[config.mk]
export PLATFORM = sky130hd
export DESIGN_NAME = capture_dump
export DESIGN_NICKNAME = d
export VERILOG_FILES = /design/src/rtl/capture_pkg.sv /design/src/rtl/dump_addr_ctr.sv /design/src/rtl/capture_dump.sv
export SDC_FILE = /design/constraint.sdc
export NUM_CORES = 1
export LEC_CHECK = 0
export CAP_MARGIN = 20
export CELL_PAD_IN_SITES_DETAIL_PLACEMENT = 1
export CELL_PAD_IN_SITES_GLOBAL_PLACEMENT = 2
export CORE_MARGIN = 8
export CORE_UTILIZATION = 30
export CTS_BUF_LIST = sky130_fd_sc_hd__clkbuf_16
export DETAILED_ROUTE_END_ITERATION = 8
export HOLD_SLACK_MARGIN = 0.15
export PLACE_DENSITY = 0.82
export SLEW_MARGIN = 40
export SYNTH_ARGS = -nofsm -noshare
export SYNTH_HDL_FRONTEND = slang
export SYNTH_HIERARCHICAL = 1
export SYNTH_SLANG_ARGS = --single-unit
export TNS_END_PERCENT = 10
[constraint.sdc]
create_clock -name clk -period 3.24 [get_ports clk]
set_input_delay 0.648 -clock clk [delete_from_list [all_inputs] [get_ports clk]]
set_output_delay 0.648 -clock clk [all_outputs]
set_load 0.005 [all_outputs]
[src/rtl/capture_pkg.sv]
// capture_pkg: shared types and defaults for the capture readout path
// DUMP_HEADER_EN adds the two header states to the dump state enum
package capture_pkg;
  localparam int DEPTH_DEF = 384;
  localparam int AW_DEF = 9;
  localparam int DW_DEF = 8;
  localparam logic [7:0] HDR_SYNC = 8'hA5;
  localparam logic [1:0] CH_INVALID = 2'd3;
  typedef enum logic [2:0] {
    IDLE,
    RD,
    LAT,
    SEND,
    WAIT_TX,
`ifdef DUMP_HEADER_EN
    DONE,
    HDR0,
    HDR1
`else
    DONE
`endif
  } dump_state_t;
endpackage

[src/rtl/dump_addr_ctr.sv]
// dump_addr_ctr: loadable read address counter wrapping DEPTH-1 -> 0
module dump_addr_ctr
  import capture_pkg::*;
#(
  parameter int DEPTH = DEPTH_DEF,
  parameter int AW = AW_DEF
) (
  input  logic          clk,
  input  logic          rst,
  input  logic          load,
  input  logic [AW-1:0] start,
  input  logic          inc,
  output logic [AW-1:0] addr
);
  always_ff @(posedge clk or posedge rst)
    if (rst) addr <= '0;
    else if (load) addr <= start;
    else if (inc) addr <= addr == AW'(DEPTH - 1) ? '0 : addr + 1'b1;
endmodule

[src/rtl/capture_dump.sv]
// capture_dump: streams a captured trace oldest-first, byte by byte, to the UART transmitter
// DUMP_HEADER_EN prepends a sync byte and the channel number to every dump
module capture_dump
  import capture_pkg::*;
#(
  parameter int DEPTH = DEPTH_DEF,
  parameter int AW = AW_DEF,
  parameter int DW = DW_DEF
) (
  input  logic          clk,
  input  logic          rst,
  input  logic          dump,
  input  logic [1:0]    ch_sel,
  input  logic [AW-1:0] trace_end,
  output logic [AW-1:0] ram_addr,
  output logic [2:0]    ram_en,
  input  logic [DW-1:0] ram_rdata,
  output logic [DW-1:0] tx_data,
  output logic          trmt,
  input  logic          tx_done,
  output logic          busy,
  output logic          dump_done,
  output logic          dump_err
);
  localparam logic [AW-1:0] LAST = AW'(DEPTH - 1);
  dump_state_t state;
  logic [AW-1:0] cnt, start;
  logic [1:0] ch;
  logic accept, last, inc;
  assign accept = state == IDLE && dump && ch_sel != CH_INVALID;
  assign last = cnt == LAST;
  assign inc = state == WAIT_TX && tx_done && !last;
  // oldest sample sits one past the last written address
  assign start = trace_end == LAST ? '0 : trace_end + 1'b1;
  dump_addr_ctr #(.DEPTH(DEPTH), .AW(AW)) u_ctr (
    .clk(clk),
    .rst(rst),
    .load(accept),
    .start(start),
    .inc(inc),
    .addr(ram_addr)
  );
  always_ff @(posedge clk or posedge rst)
    if (rst) begin
      state <= IDLE;
      cnt <= '0;
      ch <= '0;
      tx_data <= '0;
      ram_en <= '0;
      trmt <= 1'b0;
      busy <= 1'b0;
      dump_done <= 1'b0;
      dump_err <= 1'b0;
    end else begin
      ram_en <= '0;
      trmt <= 1'b0;
      dump_done <= 1'b0;
      dump_err <= 1'b0;
      case (state)
        IDLE:
          if (accept) begin
            ch <= ch_sel;
            cnt <= '0;
            busy <= 1'b1;
`ifdef DUMP_HEADER_EN
            tx_data <= DW'(HDR_SYNC);
            trmt <= 1'b1;
            state <= HDR0;
`else
            ram_en <= 3'(1) << ch_sel;
            state <= RD;
`endif
          end else dump_err <= dump && ch_sel == CH_INVALID;
`ifdef DUMP_HEADER_EN
        HDR0:
          if (tx_done) begin
            tx_data <= DW'(ch);
            trmt <= 1'b1;
            state <= HDR1;
          end
        HDR1:
          if (tx_done) begin
            ram_en <= 3'(1) << ch;
            state <= RD;
          end
`endif
        RD: state <= LAT;
        LAT: begin
          tx_data <= ram_rdata;
          trmt <= 1'b1;
          state <= SEND;
        end
        SEND: state <= WAIT_TX;
        WAIT_TX:
          if (tx_done) begin
            if (last) begin
              dump_done <= 1'b1;
              state <= DONE;
            end else begin
              cnt <= cnt + 1'b1;
              ram_en <= 3'(1) << ch;
              state <= RD;
            end
          end
        DONE: begin
          busy <= 1'b0;
          state <= IDLE;
        end
        default: state <= IDLE;
      endcase
    end
endmodule

Word-level counts from Yosys, hierarchy flattened
Index checks and enable logic that the tools add are counted.

word-level totals
  flip-flop bits (word level) = 38
  bits in latches = 0
  RAM bits = 0
  ROM bits = 0
  input bits = 23
  output and inout port bits = 24
  word-level logic and storage cells = 66
  memories = 0

operators by class
  $add $sub $neg = 3
  multiply operators = 0
  div/mod/pow operators = 0
  order comparisons = 0
  equality and inequality tests = 13
  shifts and indexed selects = 2
  multiplexer cells = 24
  bitwise gates (word level) = 0
  reduce and logical (&&, ||, !) cells = 14

operator list
  cell                 count
  $mux 9               7
  $add 9x1->9 const B  3
  $eq 9x9->1 const B   3
  $mux 3               6
  $pmux 9 s2           1
  $pmux 3 s5           1
  $ne 2x2->1 const B   4
  $mux 1               7
  $eq 3x2->1 const B   2
  $eq 3x3->1 const B   2
  $pmux 3 s2           1
  $reduce_and 2->1     3
  $reduce_bool 2->1    3
  $shl 1x2->3 const A  2
  $logic_and 1x1->1    5
  $reduce_and 4->1     1
  $eq 3x1->1 const B   1
  $logic_not 3->1      1
  $eq 2x2->1 const B   1
  $pmux 1 s2           1
  $logic_not 1->1      1

Depth between registers and ports, before layout
Gate-level depths: netlist (run 1).

  depth in word-level cells = 5
  mapped depth = 9
  depth with buffers taken out = 8

By module
Netlist (run 1), hierarchy kept.

modules (own cells, without submodules)
  module         instances  cells an instance  area each (µm²)  sequential area each (µm²)
  capture_dump   1          145                1,478.9          725.7
  dump_addr_ctr  1          61                 530.5            225.2

Worst setup path before layout (run 1)
No wires, ideal clock.

  kind = input -> register
  start point = input dump
  end point = register u_ctr.addr[1]
  library setup time = 0.136 ns
  arrival time = 1.891 ns
  data required time = 3.104 ns
  path slack = 1.213 ns
  cell stages on the path = 6
  buffers on the path = 2
  path through = or4b_4 nand2b_4 clkinv_2 buf_2 clkbuf_1 o21ai_0

on the way
  cells in the longest elaborated chain, start to end = 3
  elaborated cells between the ends (all ways) = 4
  those cells by class = mux: 1; reduce/logical: 3

ends and longest elaborated chain
  element                                             line                 source
  start: declaration                                  capture_dump.sv:12   input logic dump,
  $logic_and 1x1->1 (*) (2 in a row)                  capture_dump.sv:30   assign accept = state == IDLE && dump && ch_sel != CH_INVALID;
  via accept                                          capture_dump.sv:29   logic accept, last, inc;
  $mux 9 / $reduce_bool 2->1 (equally long branches)  -
  end signal: assignment                              dump_addr_ctr.sv:17  else if (load) addr <= start;
  end signal: assignment                              dump_addr_ctr.sv:18  else if (inc) addr <= addr == AW'(DEPTH - 1) ? '0 : addr + 1'b1;
  end: declaration                                    dump_addr_ctr.sv:13  output logic [AW-1:0] addr

Mark *: on every way through the listed nets, which the timed path passes. The rest lies on a longest branch.
A chain may end at the register's enable or synchronous reset.

Worst setup path after layout (run 1)
  start point = input tx_done
  end point = register u_ctr.addr[7]

on the way
  cells in the longest elaborated chain, start to end = 3

ends and longest elaborated chain
  element                             line                source
  start: declaration                  capture_dump.sv:20  input logic tx_done,
  $logic_and 1x1->1 (2 in a row)      capture_dump.sv:32  assign inc = state == WAIT_TX && tx_done && !last;
  via inc                             capture_dump.sv:29
  $reduce_bool 2->1 (no source line)  -

The timed path passes the listed nets, and every way through them passes these cells.

==> implementation parameters, run 1 <==
Parameter                              Value

Timing
  Max-Slew Margin vs Limit    55.3%
  Highest Clock Rate    about 440 MHz
  Final setup slack of the worst path    0.949 ns
  Final setup violating endpoints    0
  Actual transition at the worst max-transition pin    0.664 ns
  RSZ-0062 raised after global routing    no
  Number of pins with negative max-slew slack in the final report    0
  Final worst path period share    between 70% and 80%
  Total Neg Setup Slack    0 ns
  Min Tclk post-route    2.29 ns
  Worst-case clock skew    approximately 0.0047 ns
  Endpoints failing hold    0

CTS
  Number of buffers added by the clock tree synthesis step    5
  Count of hold-fix buffers inserted at cts    0
  Clock tree root driver cell    sky130_fd_sc_hd__clkbuf_16
  Count of clock tree sinks    38
  Bufs on Longest Clock Path    2
  H-tree levels    2
  TritonCTS clock tree    yes
  Clock network latency to the later pin of the worst-skew pair    between 0.2 and 0.3 ns
  Clock slew seen by the registers of the worst setup and hold paths    0.06 ns
  Count of buffers added by post-CTS timing repair for setup    0
  Post_cts resized    0

GRT
  First-pass GRT wire length    about 9.2 mm
  GRT Overall Usage    between 10% and 20%
  Most used routing layer    met2
  Number of global-route vias before repair    roughly 1800
  Met2 track demand over resource in global routing    20.3%
  Global Route met1 Usage    between 10% and 20%
  GR Util met3    under 10%
  Antenna violations before repair    0
  Total global routing overflow    0
  Maximum number of pins on one net before global-route repair    30

Floorplan
  Number of rows created at floorplan    30
  Die area    between 9000 and 10000 um2
  Number of placed I/O pins    47
  Y dimension of the die    slightly below 100 um
  Core Footprint    about 6600 um2
  Effective utilization at floorplan    around 30%
  Die width    between 90 and 100 um

Route
  Routed wire length    5.45 mm
  Routed length per placed instance    around 16 um
  Drt pass-1 iters    4
  Vias per cell    ~5
  Post-route antenna net violation count    0
  Initial detailed-routing violation count    42
  Detailed-route DRC error count    0
  Total via count in the routed design    around 1700

Hold path
  HP Class    register to register

Synth
  Count of yosys warnings during synthesis    6
  Cell type contributing the most total cell area after synthesis    sky130_fd_sc_hd__dfrtp_1
  Average instance area after synthesis    ~9.8 um2
  Net count after synthesis    232
  Leading post-synthesis cells by cell area    sky130_fd_sc_hd__dfrtp_1, sky130_fd_sc_hd__nand2_1, sky130_fd_sc_hd__mux2_2
  Netlist Area Pre-Place    about 2000 um2
  Post-synthesis async set-or-reset flop share    100%
  Total of flip-flops plus latches after synthesis    38
  Number of different library cells in the post-synthesis netlist    49
  Gate count of the mapped netlist    206
  Main flop type after synthesis    sky130_fd_sc_hd__dfrtp_1
  Synth top area share    between 40% and 50%
  Count of flip-flops with a built-in enable after synthesis    0
  Seq/Total Area, Yosys    a little under half

Run
  Count of maximum capacitance violations    0

Final layout
  Non-filler cells in the finished layout    334
  Area added between synthesis and finish    36.0%
  Layout Cell Area excl Fill    between 2000 and 3000 um2
  Most common cell after layout, fill and taps aside    sky130_fd_sc_hd__clkdlybuf4s50_1
  Core utilization of the finished layout    roughly two fifths
  Net count, final    about 280
  Most frequent cells in the layout    sky130_fd_sc_hd__clkdlybuf4s50_1, sky130_fd_sc_hd__dfrtp_1, sky130_fd_sc_hd__nand2_1
  Antenna Diode Count    0
  Fraction of final layout cells sized beyond drive strength 1    10.6%

Critical path
  Worst Path Required    3.40 ns
  Standard cell with the maximum stage delay on the critical path    sky130_fd_sc_hd__clkdlybuf4s50_1
  Setup Crit Path Kind    primary input to register
  CP Max Fanout    13
  Worst EP arrival    ~2.5 ns
  Critical path capture point type    register
  Slowest Stage Delay on Critical Path    between 0.5 and 0.6 ns
  Critical path buffers and inverters    2
  CP delay by family, top    buffers and inverters
  Ordered list of cells on the worst path    clkdlybuf4s50_1 -> and4bb_2 -> o21ai_2 -> inv_2 -> nand4_2 -> nor2_1 -> mux2i_1 -> o21ai_1
  Launching element type of the critical path    primary input

Power and ir drop
  Sw frac    between 30% and 40%
  Portion of total power attributed to combinational logic    34.4%
  Switching pwr    a little under 0.7 mW
  Power share of the sequential group    roughly 37%
  Design internal power    1.53 mW
  Power density over the cells    roughly 810 nW/um2
  Leak Pwr    1.12 nW
  Clock share of power    slightly below 30%
  Worst ir drop on vdd    292 uV

Place
  HPWL reported at the end of detailed placement    slightly above 4 mm
  Count of port buffers added during placement    46
  Placed standard-cell area    about 2500 um2
  Routability congestion estimate    0.744
  Post-Place Cells    roughly 330
  Post-place setup slack    approximately 0.65 ns

Run status
  Status    finished clean
[through the flow]
stage                     total power, mW  hold slack, ns
after global routing                 2.35           0.510
after floorplan                      1.20           0.448
after detailed placement             1.59           0.484
after CTS                            2.24           0.492
after global placement               1.57           0.481
final                                2.21           0.485
[synthesized netlist by cell type, types with 2 or more instances]
master / number
sky130_fd_sc_hd__inv_1: 6
sky130_fd_sc_hd__nand4b_1: 2
sky130_fd_sc_hd__xnor2_1: 5
sky130_fd_sc_hd__o21ai_1: 4
sky130_fd_sc_hd__ha_1: 3
sky130_fd_sc_hd__and3_1: 3
sky130_fd_sc_hd__o31ai_1: 3
sky130_fd_sc_hd__clkbuf_1: 2
sky130_fd_sc_hd__o21ai_0: 11
sky130_fd_sc_hd__a31oi_1: 8
sky130_fd_sc_hd__nand4_1: 4
sky130_fd_sc_hd__nor2b_1: 4
sky130_fd_sc_hd__and2b_1: 2
sky130_fd_sc_hd__nand2_1: 26
sky130_fd_sc_hd__dfrtp_1: 38
sky130_fd_sc_hd__buf_2: 4
sky130_fd_sc_hd__a21oi_1: 7
sky130_fd_sc_hd__nand2b_1: 2
sky130_fd_sc_hd__a32o_1: 2
sky130_fd_sc_hd__nor2_1: 15
sky130_fd_sc_hd__xor2_1: 5
sky130_fd_sc_hd__mux2i_1: 3
sky130_fd_sc_hd__nand3_1: 14
sky130_fd_sc_hd__mux2_2: 8
[path summary, 6_finish.rpt]
check / startpoint / end / slack (ns) / cells after the start
min: ch[0]$_DFFE_PP0P_ / ram_en[0]$_DFF_PP0_ / 0.48 / 1
max: tx_done / u_ctr/addr[7]$_DFFE_PP0P_ / 0.95 / 8
min reg2reg: ch[0]$_DFFE_PP0P_ / ram_en[0]$_DFF_PP0_ / 0.48 / 1
max in group asynchronous: rst / cnt[1]$_DFFE_PP0P_ / 2.18 / 3
max reg2reg: cnt[0]$_DFFE_PP0P_ / u_ctr/addr[5]$_DFFE_PP0P_ / 0.98 / 8
min in group asynchronous: rst / u_ctr/addr[1]$_DFFE_PP0P_ / 0.68 / 2
[sequential cells by signal, summed over array words and instances (netlist names)]
signal and cells:
dump_err 1, cnt 9, busy 1, dump_done 1
tx_data 8, state 3, u_ctr/addr 9, trmt 1
ram_en 3, ch 2
[layer usage]
metal	part of all wire [%]	up-vias
met5	0	-
met4	1.2	0
met3	3.0	4
met2	52	17
met1	44	847
li1	-	836
[power by group through the flow]
stage / sequential [mW] / combinational (mW) / clock, mW
after floorplan: 0.784 / 0.421 / 0
final: 0.811 / 0.759 / 0.637
after detailed placement: 0.819 / 0.772 / 0
after global routing: 0.838 / 0.841 / 0.667
after CTS: 0.813 / 0.775 / 0.656
after global placement: 0.812 / 0.754 / 0
[cell type report]
type	count	area [um2]
clock buffer	5	125
clock inverter	3	68.8
fill	772	3910
inverter	8	31.3
multi-input combinational	153	988
sequential	38	951
tap	80	100
timing repair buffer	47	468
[cell families (layout without fill, tap and decap cells)]
| group | count (synthesis) | in the layout | share of synthesized area [%] |
|---|---|---|---|
| AO/OA/AOI/OAI | 44 | 44 | 14.3 |
| buffers and inverters | 15 | 63 | 3.49 |
| XOR/XNOR | 10 | 10 | 4.36 |
| AND/OR/NAND/NOR | 85 | 85 | 22.7 |
| flip-flops | 38 | 38 | 47.3 |
| multiplexers | 11 | 11 | 5.98 |
| adder cells (fa/ha/maj) | 3 | 3 | 1.87 |
No activity file was read; power rests on OpenSTA's default activity.
==> run 2: changes to the inputs <==
Settings changed: CORE_UTILIZATION 30 to 27, PLACE_DENSITY 0.82 to 0.79.
Clock period 3.24 ns to 2 ns, I/O delays scaled along.
==> run 2 against run 1 <==
  * Global-route usage fell by 0.34 points
  * Utilization down 1.3 points
  * Clock power up 15%
  * Clock-buffer cell count is the same
  * Die area is 9.3% higher
  * Sequential power rose by 58%
  * Worst hold slack worse by 0.040 ns
  * Non-clock buffer count increased by 23
  * Combinational power increased by 83%
  * Design area up 5.0%
  * Sequential cell count unchanged
  * Critical path type unchanged
  * Largest cell class unchanged
==> implementation parameters, run 2 (synthesized netlist as in run 1, its figures left out) <==
Parameter                              Value

Final layout
  Most common cell after layout, fill and taps aside    sky130_fd_sc_hd__clkdlybuf4s50_1
  Layout Cell Area excl Fill    2870 um2 (+5.0%)
  Net count, final    302 (+8.2%)
  Core utilization of the finished layout    39.8% (-1.3 points)
  Most frequent cells in the layout    sky130_fd_sc_hd__clkdlybuf4s50_1, sky130_fd_sc_hd__dfrtp_1, sky130_fd_sc_hd__nand2_1
  Area added between synthesis and finish    42.8%
  Number of inserted filler cells in the final layout    859 (+11%)
  Largest registers    cnt: 9 flops, u_ctr/addr: 9 flops, tx_data: 8 flops
  Fraction of final layout cells sized beyond drive strength 1    17.8% (+7.1 points)
  Antenna Diode Count    0 (unchanged)
  Non-filler cells in the finished layout    375 (+12%)

Power and ir drop
  Post-route total power    3.41 mW (+54%)
  Worst ir drop on vdd    365 uV (+25%)
  Leak Pwr    1.20 nW (+7.8%)
  Power density over the cells    1190 nW/um2 (+47%)

Run
  Count of maximum capacitance violations    0 (unchanged)

Timing
  Final setup violating endpoints    0 (unchanged)
  Endpoints failing hold    0 (unchanged)
  Final setup slack of the worst path    0.230 ns (-0.719 ns)
  Highest Clock Rate    565 MHz
  Final worst path period share    between 80% and 90%
  Worst-case clock skew    0.00463 ns (-0.0000940 ns)
  Max-Slew Margin vs Limit    72.7% (+17 points)
  Min Tclk post-route    roughly 1.8 ns
  Number of pins with negative max-slew slack in the final report    0 (unchanged)
  Actual transition at the worst max-transition pin    0.404 ns (-0.260 ns)
  RSZ-0062 raised after global routing    no

CTS
  TritonCTS clock tree    yes
  Number of buffers added by the clock tree synthesis step    5 (unchanged)
  Count of hold-fix buffers inserted at cts    0 (unchanged)
  Clock network latency to the later pin of the worst-skew pair    0.28 ns (about the same)
  H-tree levels    2 (unchanged)
  Bufs on Longest Clock Path    2 (unchanged)
  Clock slew seen by the registers of the worst setup and hold paths    0.05 ns (about the same)
  Clock tree root driver cell    sky130_fd_sc_hd__clkbuf_16
  Post_cts resized    0 (unchanged)
  Count of buffers added by post-CTS timing repair for setup    0 (unchanged)
  Count of clock tree sinks    38 (unchanged)

Route
  Routed length per placed instance    14.8 um (-9.0%)
  Routed wire length    5.56 mm (+2.2%)
  Detailed-route DRC error count    0 (unchanged)
  Initial detailed-routing violation count    63 (+50%)
  Total via count in the routed design    1785 (+4.8%)
  Vias per cell    4.76 (-6.7%)
  Drt pass-1 iters    4 (unchanged)
  Post-route antenna net violation count    0 (unchanged)

Floorplan
  Effective utilization at floorplan    27.9% (-2.4 points)
  Die area    10500 um2 (+9.3%)
  Number of placed I/O pins    47 (unchanged)
  Core Footprint    7210 um2 (+8.6%)
  Y dimension of the die    102 um (+4.5%)
  Number of rows created at floorplan    31 (+3.3%)
  Die width    102 um (+4.5%)

Critical path
  Worst EP arrival    1.96 ns (-0.49 ns)
  Launching element type of the critical path    primary input
  Critical path capture point type    register
  CP Max Fanout    7 (-6)
  Setup Crit Path Kind    primary input to register
  R2R Setup Slk    0.28 ns (-0.70 ns)
  Worst Path Required    2.19 ns (-1.21 ns)

GRT
  Number of global-route vias before repair    1957 (+8.0%)
  Most used routing layer    met2
  Global Route met1 Usage    14.6% (+0.94 points)
  Maximum number of pins on one net before global-route repair    30 (unchanged)
  Total global routing overflow    0 (unchanged)
  GR Util met3    2.86% (-0.34 points)
  First-pass GRT wire length    9.54 mm (+3.2%)
  GRT Overall Usage    11.4% (-0.34 points)
  Met2 track demand over resource in global routing    18.5% (-1.8 points)
  Antenna violations before repair    0 (unchanged)

Place
  HPWL reported at the end of detailed placement    4.45 mm (+11%)
  Placed standard-cell area    2740 um2 (+7.7%)
  Count of port buffers added during placement    46 (unchanged)
  Post-place setup slack    -0.0588 ns (-0.708 ns)
  Routability congestion estimate    0.754 (+1.4%)
  Post-Place Cells    368 (+13%)

Run status
  Status    finished clean

Hold path
  HP Class    primary input to asynchronous set/reset pin
run 2: cell types whose count changed in the layout (fill, tap and decap cells not counted):
cell / before / now
sky130_fd_sc_hd__buf_4: 1 / 24
sky130_fd_sc_hd__bufinv_16: 2 / 0
sky130_fd_sc_hd__clkinv_2: 1 / 3
sky130_fd_sc_hd__clkinv_4: 1 / 0
run 2: routing by layer:
| metal | up-vias | wire length, um | part of all wire (%) |
|---|---|---|---|
| li1 | 875 | - | - |
| met1 | 878 | 2630 | 47 |
| met2 | 30 | 2620 | 47 |
| met3 | 2 | 274 | 4.9 |
| met4 | 0 | 40 | 0.72 |
| met5 | - | 0 | 0 |
run 2: where the power goes:
part | internal [mW] | switching [mW]
Sequential | 1.04 | 0.248
Combinational | 0.826 | 0.560
Clock | 0.449 | 0.286
Total | 2.31 | 1.09
run 2: area by class of cell:
| cell class | count | area (um2) | area share [%] |
|---|---|---|---|
| clock inverters | 2 | 10.0 | 0.349 |
| clock buffers | 5 | 125 | 4.36 |
| repair buffers | 70 | 641 | 22.3 |
| well taps | 99 | 124 | 4.32 |
| flip-flops and latches | 38 | 951 | 33.1 |
| multi-input cells | 153 | 988 | 34.4 |
| inverters | 8 | 31.3 | 1.09 |
run 2: worst paths after layout:
path | startpoint | end | depth (start not counted)
setup / recovery | dump | u_ctr/addr[5]$_DFFE_PP0P_ | 7
hold / removal | rst | u_ctr/addr[5]$_DFFE_PP0P_ | 2
setup reg to reg | cnt[0]$_DFFE_PP0P_ | u_ctr/addr[7]$_DFFE_PP0P_ | 8
hold reg to reg | ch[0]$_DFFE_PP0P_ | ram_en[0]$_DFF_PP0_ | 1
max in group asynchronous | rst | cnt[2]$_DFFE_PP0P_ | 3
min in group clk | ch[0]$_DFFE_PP0P_ | ram_en[0]$_DFF_PP0_ | 1
run 2: metrics by stage:
step | TNS, ns | hold slack (ns)
2_1_floorplan | 0 | 0.228
3_3_place_gp | -0.103 | 0.481
3_5_place_dp | -0.209 | 0.485
4_1_cts | 0 | 0.465
5_1_grt | 0 | 0.503
6_report | 0 | 0.445
run 2: worst max-delay path, stage by stage:
cell                              delay (ns)
sky130_fd_sc_hd__clkdlybuf4s50_1        0.46
sky130_fd_sc_hd__or4b_4                 0.46
sky130_fd_sc_hd__nand2b_4               0.17
sky130_fd_sc_hd__clkinv_2               0.10
sky130_fd_sc_hd__nor2_1                 0.04
sky130_fd_sc_hd__and3_1                 0.20
sky130_fd_sc_hd__a211oi_2               0.13
==> run 3: changes to the inputs <==
Settings changed: GPL_ROUTABILITY_DRIVEN from default to 0.
==> results of run 3 <==
The final DEF is identical to that of run 2; final timing and power are the same.
